[config.mk]
export PLATFORM = sky130hd
export DESIGN_NAME = refclk_div
export DESIGN_NICKNAME = d
export VERILOG_FILES = /design/src/rtl/refclk_div_pkg.sv /design/src/rtl/refclk_div.sv
export SDC_FILE = /design/constraint.sdc
export NUM_CORES = 1
export LEC_CHECK = 0
export CAP_MARGIN = 25
export CORE_AREA = 10 10 47 49
export CTS_CLUSTER_DIAMETER = 30
export CTS_CLUSTER_SIZE = 12
export DETAILED_ROUTE_END_ITERATION = 8
export DIE_AREA = 0 0 57 59
export GPL_ROUTABILITY_DRIVEN = 0
export PLACE_DENSITY = 0.75
export SYNTH_ARGS = -nofsm -noshare
export SYNTH_HDL_FRONTEND = slang
export SYNTH_SLANG_ARGS = --single-unit
[constraint.sdc]
create_clock -name clk -period 3.3 [get_ports clk]
set_input_delay 0.33 -clock clk [delete_from_list [all_inputs] [get_ports clk]]
set_output_delay 0.33 -clock clk [all_outputs]
set_load 0.05 [all_outputs]
[src/rtl/refclk_div_pkg.sv]
// -----------------------------------------------------------------------------
// refclk_div_pkg
//   Shared constants for the reference-clock / enable-strobe generator.
//   DEFAULT_BW : default width of the terminal-count input and internal counter.
// -----------------------------------------------------------------------------
package refclk_div_pkg;

  localparam int DEFAULT_BW = 8;

endpackage : refclk_div_pkg

[src/rtl/refclk_div.sv]
// -----------------------------------------------------------------------------
// refclk_div
//   Programmable reference-clock / enable-strobe generator. Divides clk by
//   (ref_st + 1) and emits one registered, single-cycle pulse on refclk per
//   division period. Peripherals use refclk as a slow tick enable.
//
// Ports
//   clk     in   1   global clock, rising-edge active
//   rst_n   in   1   asynchronous reset, active-HIGH (legacy name)
//   ref_st  in   BW  terminal count; ratio = ref_st + 1 (0 -> /1, 1 -> /2)
//   refclk  out  1   registered pulse, high one clk cycle per period
// -----------------------------------------------------------------------------
module refclk_div
  import refclk_div_pkg::*;
#(
  parameter int BW = DEFAULT_BW  // legal range 1..32
) (
  input  logic          clk,
  input  logic          rst_n,
  input  logic [BW-1:0] ref_st,
  output logic          refclk
);

  logic [BW-1:0] cnt;

  // The compare is ">=" rather than "==" so that lowering ref_st below the
  // current count wraps immediately instead of running through the full
  // counter range. As a consequence cnt never exceeds max(ref_st, old cnt),
  // so the increment cannot overflow.
  //
  // NOTE: the reset is asynchronous and, despite its name, active-high,
  // hence the posedge in the sensitivity list. State is updated with
  // non-blocking assignments so every flop samples pre-edge values.
  always_ff @(posedge clk or posedge rst_n) begin
    if (rst_n) begin
      cnt    <= '0;
      refclk <= 1'b0;
    end else if (cnt >= ref_st) begin
      cnt    <= '0;
      refclk <= 1'b1;
    end else begin
      cnt    <= cnt + 1'b1;
      refclk <= 1'b0;
    end
  end

endmodule : refclk_div

==> reports/metrics.cfg, run 1 <==
[drt]
ant_nets = 0
detail_route.vias_per_cell = 4.83
drtPass1Iterations = 2
wl_um = 1140
dr.first_iter.drc_count = 2
drc = 0
wl_per_cell_um = 13.2
vias = 415

[sta]
totalNegativeSetupSlack_ns = 0
report.final.slew_viol_count = 0
rsz0062_at_grt = false
worstMarginPinSlew_ns = 0.501
finalSetupViolCount = 0
post-route-min-period_ns = 1.75
finalHoldViolCount = 0
finalCritPeriodShare_pct = 53.1
whs_ns = 0.319
max_freq_mhz = 571
relSlewSlack_pct = 66.5
finalClockSkew_ns = 0.00189

[clocking]
root_buffer = clkbuf_4
cts_tree = built
clk_latency_ns = 0.27
ctsHoldBuffers = 0
htreeDepth = 1
cts_resized = 0
clk_pin_slew_ns = 0.06
cts.sinks = 9
clockBufferDepth = 2
numCtsBuffers = 3
post_cts.repair.setup_buffers = 0

[floorplanning]
start_util_pct = 41.7
rows = 14
die_area_mm2 = 0.00336
die_height_um = 59
fp.dieW_um = 57
coreArea_mm2 = 0.00140
num_io_pins = 11

[final_layout]
final_cell_mix = inv_1 (10), clkdlybuf4s50_1 (10), ha_1 (9), dfrtp_1 (9), nor2_1 (8)
multi_input_area_um2 = 322
area_growth_pct = 25.3
drive_above_1_share_pct = 11.4
seqCellArea_um2 = 225
nNetsFinal = 90
nFillCells = 138
n_antenna_cell = 0
fin_util_pct = 52.2
design_area_um2 = 732

[worst_setup_path]
crit_family = buffers and inverters
slowest_delay_ns = 0.45
timing.critical_path.buf_inv = 2
worstSetupStartpointType = primary input
worstPathRequired_ns = 3.49
cp_max_fo = 9
cp_data_arrival_time_ns = 1.94
slowest_stage = clkdlybuf4s50_1
path_cells = clkdlybuf4s50_1, inv_1, ha_1, and3_1, a221oi_2, o21ai_2, nor2_1
crit_type = primary input to register
end_kind = register

[logic_synthesis]
syn_nets = 75
synth_cells = 56
muxShareOfSynthArea_pct = 0
synth.distinct_cells = 15
avgSynthCellArea_um2 = 10.4
synth_compound_area_share_pct = 12.6
synth_top_family_by_area = adder cells
syn_area_um2 = 584
yosys.area_share.simple_pct = 14.1
yosys_warnings = 0
synthAdderAreaFrac_pct = 19.3
yosysSeqAreaShare_pct = 38.5
synth-seq-cells = 9
yosys.area_share.xor_xnor_pct = 8.99

[power_and_ir_drop]
comb_power_share_pct = 44.3
clockPowerShare_pct = 17.0
peakVddDrop_mv = 0.390
intPower_w = 0.000311
power_frac_seq_pct = 38.7
power.switching_w = 0.000197
power.total_w = 0.000507
power.density_mw_per_mm2 = 693
leakage_nw = 0.389
switching_share_pct = 38.8

[placed_design]
post-dp-hpwl_um = 944
placed_area_um2 = 704
port_buffers = 10

[run_status]
outcome = finished, final reports clean

[grt]
grt_usage_pct = 7.40
grt_pass1_vias = 453
grt_pass1_wl_um = 1900
antenna_found_initial = 0
grt_start_max_net_pins = 10
grt-ovfl-total = 0

[min_path]
hp-class = primary input to async pin

[flow_run]
cap_violations = 0

-- sequential cells by signal (all words and copies together) (netlist names) --
signal  flops
refclk      1
cnt         8
-- routing by layer --
metal  track usage, %  part of all wire, %
met1             7.16                   41
met2             12.1                   49
met3             3.22                  6.6
met4             6.04                  3.5
met5                0                    0
-- Yosys cell counts, drive strengths merged --
cell type,count,area share (%)
nand3,4,3.4
nand2b,1,2.4
a21o,1,1.3
dfrtp,9,39
inv,10,6.4
o211ai,1,1.3
o21ai,1,1.5
a2111oi,1,4.7
xnor2,2,3.0
o21a,1,1.3
nor2,8,5.1
and3,3,3.2
ha,9,19
a221oi,1,2.6
xor2,4,6.0
-- cells by family (layout without fill, tap and decap cells) --
group	Yosys count	in the layout
buffers and inverters	10	24
AO/OA/AOI/OAI	6	6
AND/OR/NAND/NOR	16	16
XOR/XNOR	6	6
adder cells (fa/ha/maj)	9	9
flip-flops	9	9
-- power by group through the flow --
stage	sequential, W	combinational, W	clock (W)
final	0.000197	0.000225	0.0000863
after global routing	0.000205	0.000257	0.0000924
after CTS	0.000196	0.000232	0.0000888
after detailed placement	0.000198	0.000230	0
after global placement	0.000195	0.000218	0
after floorplan	0.000196	0.000170	0
-- layout make-up --
cell class                      instances  area share [%]
Sequential cell                         9            30.8
Clock buffer                            3            3.08
Timing Repair Buffer                   10            13.7
Multi-Input combinational cell         37            43.9
Clock inverter                          1           0.684
Tap cell                               16            2.74
Inverter                               10            5.13
-- path summary, 6_finish.rpt --
path,startpoint,to,slack [ns],cells past startpoint
min reg2reg,cnt[0],cnt[0],0.51,1
max reg2reg,cnt[0],cnt[7],1.66,6
min in group clk,cnt[0],cnt[0],0.51,1
max in group asynchronous,rst_n,cnt[4],2.74,2
min,rst_n,cnt[5],0.32,2
max,ref_st[6],cnt[7],1.55,7
-- stage by stage --
stage	std cells	setup slack, ns
after floorplan	56	1.83
after global placement	82	1.33
after detailed placement	82	1.25
after CTS	86	1.53
after global routing	86	1.44
final	86	1.55
-- worst register-to-register path, stage by stage, from the launching register on --
cell       delay, ns
dfrtp_1         0.40
inv_1           0.06
ha_1            0.26
nand2b_4        0.15
a2111oi_4       0.36
o21ai_2         0.18
nor2_1          0.16
Power figures use the tool's default switching activity.
==> inputs of run 2 (changes only) <==
- clock period: 3.3 -> 1.7 ns (I/O delays scaled with it)
==> reports/metrics.cfg, run 2 (synthesis gave the netlist of run 1 again) <==
[run_status]
outcome = finished, final reports clean

[grt]
grt_start_max_net_pins = 10  ; unchanged
grt_usage_pct = 6.75  ; -0.66 points
antenna_found_initial = 0  ; unchanged
grt_pass1_vias = 439  ; -3.1%
grt_pass1_wl_um = 1780  ; -6.5%
grt-ovfl-total = 0  ; unchanged

[drt]
vias = 438  ; +5.5%
route.met2.wl_um = 563  ; +0.36%
top_layer = met4
dr_wl_met3_um = 61  ; -19%
ant_nets = 0  ; unchanged
wl_per_cell_um = 13.1  ; -0.90%
wl_met1_um = 486  ; +5.4%
detail_route.vias_per_cell = 4.98  ; +3.1%
dr.first_iter.drc_count = 1  ; -1
wl_um = 1150  ; +1.4%
drtPass1Iterations = 4  ; +2
drc = 0  ; unchanged

[power_and_ir_drop]
power_frac_seq_pct = 37.2  ; -1.5 points
power.density_mw_per_mm2 = 1330  ; +92%
power.total_w = 0.00102  ; +100%
peakVddDrop_mv = 0.743  ; +90%
intPower_w = 0.000622  ; +100%
leakage_nw = 0.396  ; +1.9%
switching_share_pct = 39.1  ; +0.28 points
power.switching_w = 0.000398  ; +100%
clockPowerShare_pct = 16.0  ; -1.0 points
comb_power_share_pct = 46.8  ; +2.5 points

[sta]
finalCritPeriodShare_pct = 95.4
finalClockSkew_ns = 0.00128  ; -0.000613 ns
rsz0062_at_grt = false
finalHoldViolCount = 0  ; unchanged
post-route-min-period_ns = 1.62
finalSetupViolCount = 0  ; unchanged
relSlewSlack_pct = 67.1  ; +0.60 points
totalNegativeSetupSlack_ns = 0  ; unchanged
report.final.slew_viol_count = 0  ; unchanged
worstMarginPinSlew_ns = 0.492  ; -0.00901 ns
max_freq_mhz = 617

[flow_run]
cap_violations = 0  ; unchanged

[clocking]
root_buffer = clkbuf_4
clk_latency_ns = 0.26  ; about the same
cts_tree = built
clockBufferDepth = 2  ; unchanged
ctsHoldBuffers = 0  ; unchanged
cts.sinks = 9  ; unchanged
numCtsBuffers = 3  ; unchanged
htreeDepth = 1  ; unchanged
clk_pin_slew_ns = 0.06  ; about the same
cts_resized = 0  ; unchanged
post_cts.repair.setup_buffers = 0  ; unchanged

[worst_setup_path]
cp_data_arrival_time_ns = 1.81  ; -0.13 ns
cp_max_fo = 5  ; -4
end_kind = register
slowest_stage = dfrtp_1
path_cells = ha_1, and3_1, a221oi_4, o21ai_4, nor2_2
worstPathRequired_ns = 1.89  ; -1.60 ns
slowest_delay_ns = 0.41  ; -0.04 ns
r2r_cells = 5  ; -1
worstSetupStartpointType = register
crit_type = register to register

[placed_design]
post-dp-hpwl_um = 886  ; -6.2%
port_buffers = 10  ; unchanged

[final_layout]
top_register = cnt
drive_above_1_share_pct = 13.9  ; +2.5 points
fin_util_pct = 54.8  ; +2.6 points
area_growth_pct = 31.5
final_cell_mix = inv_1 (10), clkdlybuf4s50_1 (10), ha_1 (9), dfrtp_1 (9), nor2_1 (7)
nNetsFinal = 92  ; +2.2%
n_antenna_cell = 0  ; unchanged
largest_reg_flops = 8  ; unchanged
reg.largest.list = cnt (8), refclk (1)

[floorplanning]
die_area_mm2 = 0.00336  ; unchanged
fp.dieW_um = 57  ; unchanged
rows = 14  ; unchanged
die_height_um = 59  ; unchanged
start_util_pct = 41.7  ; unchanged
num_io_pins = 11  ; unchanged
coreArea_mm2 = 0.00140  ; unchanged

[min_path]
hp-class = primary input to async pin

## run 2: final cells by class
class | instances | area, um^2
fillers | 125 | 633
multi-input cells | 38 | 352
flip-flops and latches | 9 | 225
repair buffers | 11 | 108
inverters | 10 | 37.5
clock buffers | 4 | 26.3
well taps | 16 | 20.0
## run 2: worst max-delay path, delay by kind of cell (launching register included)
kind                       cells  cell delay [ns]
DFF                            1             0.41
AOI/OAI and AO/OA              2             0.48
and+or+nand+nor                2             0.37
adders and majority gates      1             0.30
## run 2: final timing paths
check / start / endpoint / slack, ns
max: cnt[6] / cnt[7] / 0.08
min: rst_n / cnt[3] / 0.17
max reg2reg: cnt[6] / cnt[7] / 0.08
min reg2reg: cnt[0] / cnt[0] / 0.48
max in group asynchronous: rst_n / cnt[6] / 1.28
min in group clk: cnt[0] / cnt[0] / 0.48
## run 2: per-layer routing
layer	GRT usage, %	vias to the layer above
met2	11.2	11
met4	6.04	0
met5	0	-
met3	1.72	6
li1	-	219
met1	6.91	202
## run 2: per-stage QoR
step                std cells  cell area [um^2]  hold WS [ns]  worst slack (ns)
floorplan                  56               584      -0.00208             0.230
global placement           83               712         0.446           -0.0976
detailed placement         83               712         0.455            -0.156
CTS                        87               738         0.176            0.0538
global route               88               768         0.201           0.00351
finish                     88               768         0.174            0.0786
## run 2: power by group through the flow
stage               registers, W  logic (W)  clock network [W]
global placement        0.000380   0.000426                  0
floorplan               0.000380   0.000330                  0
detailed placement      0.000381   0.000440                  0
CTS                     0.000377   0.000443           0.000167
finish                  0.000380   0.000477           0.000163
global route            0.000389   0.000540           0.000181
==> inputs of run 3 (changes only) <==
- SETUP_SLACK_MARGIN: default -> 0.15
==> reports/metrics.cfg, run 3 (synthesis gave the netlist of run 1 again) <==
[worst_setup_path]
end_kind = register
crit_type = register to register
worstPathRequired_ns = 1.88  ; about the same
cp_data_arrival_time_ns = 1.76  ; -0.05 ns
r2r_slack_ns = 0.13  ; +0.05 ns
cp_max_fo = 5  ; unchanged
worstSetupStartpointType = register

[floorplanning]
num_io_pins = 11  ; unchanged
fp.dieW_um = 57  ; unchanged
die_area_mm2 = 0.00336  ; unchanged
coreArea_mm2 = 0.00140  ; unchanged
die_height_um = 59  ; unchanged
start_util_pct = 41.7  ; unchanged
rows = 14  ; unchanged

[power_and_ir_drop]
peakVddDrop_mv = 0.829  ; +12%
leakage_nw = 0.433  ; +9.3%
intPower_w = 0.000660  ; +6.2%
power_frac_seq_pct = 34.9  ; -2.3 points
power.switching_w = 0.000419  ; +5.2%
clockPowerShare_pct = 15.0  ; -1.0 points
switching_share_pct = 38.8  ; -0.23 points
comb_power_share_pct = 50.1  ; +3.3 points
power.density_mw_per_mm2 = 1300  ; -2.3%

[sta]
finalCritPeriodShare_pct = 92.6  ; -2.7 points
finalClockSkew_ns = 0.00137  ; +0.0000954 ns
finalSetupViolCount = 0  ; unchanged
whs_ns = 0.177  ; +0.00370 ns
finalHoldViolCount = 0  ; unchanged
rsz0062_at_grt = true
relSlewSlack_pct = 67.6  ; +0.54 points
max_freq_mhz = 635  ; +3.0%
post-route-min-period_ns = 1.57  ; -0.0465 ns
totalNegativeSetupSlack_ns = 0  ; unchanged
worstMarginPinSlew_ns = 0.488  ; -0.00468 ns
report.final.slew_viol_count = 0  ; unchanged

[grt]
antenna_found_initial = 0  ; unchanged
grt_pass1_wl_um = 2090  ; +17%
grt-ovfl-total = 0  ; unchanged
grt_usage_pct = 7.92  ; +1.2 points
grt_pass1_vias = 479  ; +9.1%
grt_start_max_net_pins = 10  ; unchanged

[clocking]
ctsHoldBuffers = 0  ; unchanged
cts.sinks = 9  ; unchanged
clk_latency_ns = 0.26  ; about the same
clockBufferDepth = 2  ; unchanged
root_buffer = clkbuf_4
clk_pin_slew_ns = 0.06  ; about the same
htreeDepth = 1  ; unchanged
cts_tree = built
numCtsBuffers = 3  ; unchanged

[run_status]
outcome = finished, final reports clean

[final_layout]
drive_above_1_share_pct = 23.7  ; +9.8 points
nFillCells = 119  ; -4.8%
area_growth_pct = 42.4
reg.largest.list = cnt (8), refclk (1)
n_antenna_cell = 0  ; unchanged
nNetsFinal = 96  ; +4.3%
final_cell_mix = inv_1 (9), dfrtp_1 (9), nor2_1 (7), ha_1 (7), clkdlybuf4s50_1 (7)
top_register = cnt
largest_reg_flops = 8  ; unchanged

[drt]
dr.first_iter.drc_count = 3  ; +2
ant_nets = 0  ; unchanged
detail_route.vias_per_cell = 4.97  ; -0.20%
vias = 457  ; +4.3%
drc = 0  ; unchanged
wl_um = 1250  ; +8.4%
drtPass1Iterations = 3  ; -1
wl_per_cell_um = 13.6  ; +3.7%

[placed_design]
port_buffers = 10  ; unchanged
post-dp-hpwl_um = 886  ; unchanged

[min_path]
hp-class = primary input to async pin

[flow_run]
cap_violations = 0  ; unchanged

[run 3: cell count changes in the layout (fill, tap and decap cells not counted), sizes merged]
cell | previous run | this run
buf | 1 | 5
clkdlybuf4s50 | 10 | 7
dlygate4sd2 | 0 | 1
dlymetal6s2s | 0 | 2
[run 3: metrics by stage]
step / cell area (um^2) / utilization [%] / instances / total power (W) / worst slack (ns)
3_3_place_gp: 712 / 50.8 / 83 / 0.000806 / -0.0976
2_1_floorplan: 584 / - / 56 / 0.000709 / 0.230
5_1_grt: 832 / 59.4 / 92 / 0.00117 / 0.0615
3_5_place_dp: 712 / 50.8 / 83 / 0.000821 / -0.156
6_report: 832 / 59.4 / 92 / 0.00108 / 0.125
4_1_cts: 807 / 57.6 / 91 / 0.00107 / 0.146
[run 3: what timing repair did]
item,4_1_cts,5_1_grt
gates cloned,1,0
pin swaps,8,4
buffers inserted,3,1
resized for setup,7,3
setup endpoints to repair,10,9
[run 3: worst paths after layout]
kind | start | depth (start not counted) | end
max | cnt[5] | 5 | cnt[7]
min | rst_n | 2 | cnt[3]
max reg2reg | cnt[5] | 5 | cnt[7]
min reg2reg | cnt[0] | 2 | cnt[0]
max in group asynchronous | rst_n | 2 | cnt[6]
min in group clk | cnt[0] | 2 | cnt[0]
[run 3: power groups by stage]
| stage | Combinational (W) | Clock [W] | Sequential [W] |
|---|---|---|---|
| finish | 0.000541 | 0.000162 | 0.000377 |
| global route | 0.000605 | 0.000181 | 0.000385 |
| CTS | 0.000537 | 0.000167 | 0.000371 |
| detailed placement | 0.000440 | 0 | 0.000381 |
| global placement | 0.000426 | 0 | 0.000380 |
| floorplan | 0.000330 | 0 | 0.000380 |
[run 3: critical path, cell delays in order (launching register included)]
cell      delay [ns]
dfrtp_1         0.42
ha_1            0.29
and3_4          0.18
a221oi_4        0.33
o21ai_4         0.13
nor2_2          0.15
[run 3: area by class of cell]
cell class                 count  area (um^2)  share of cell area, %
timing repair buffer          15          141                   17.0
tap                           16         20.0                   2.41
inverter                      10         37.5                   4.51
multi-input combinational     38          382                   45.9
clock buffer                   4         26.3                   3.16
sequential                     9          225                   27.1
[run 3: routing by layer]
metal,wire length (um),vias to the layer above,track usage [%]
li1,-,231,-
met1,568,215,8.35
met2,596,7,12.9
met3,52,4,1.72
met4,34,0,7.38
met5,0,-,0
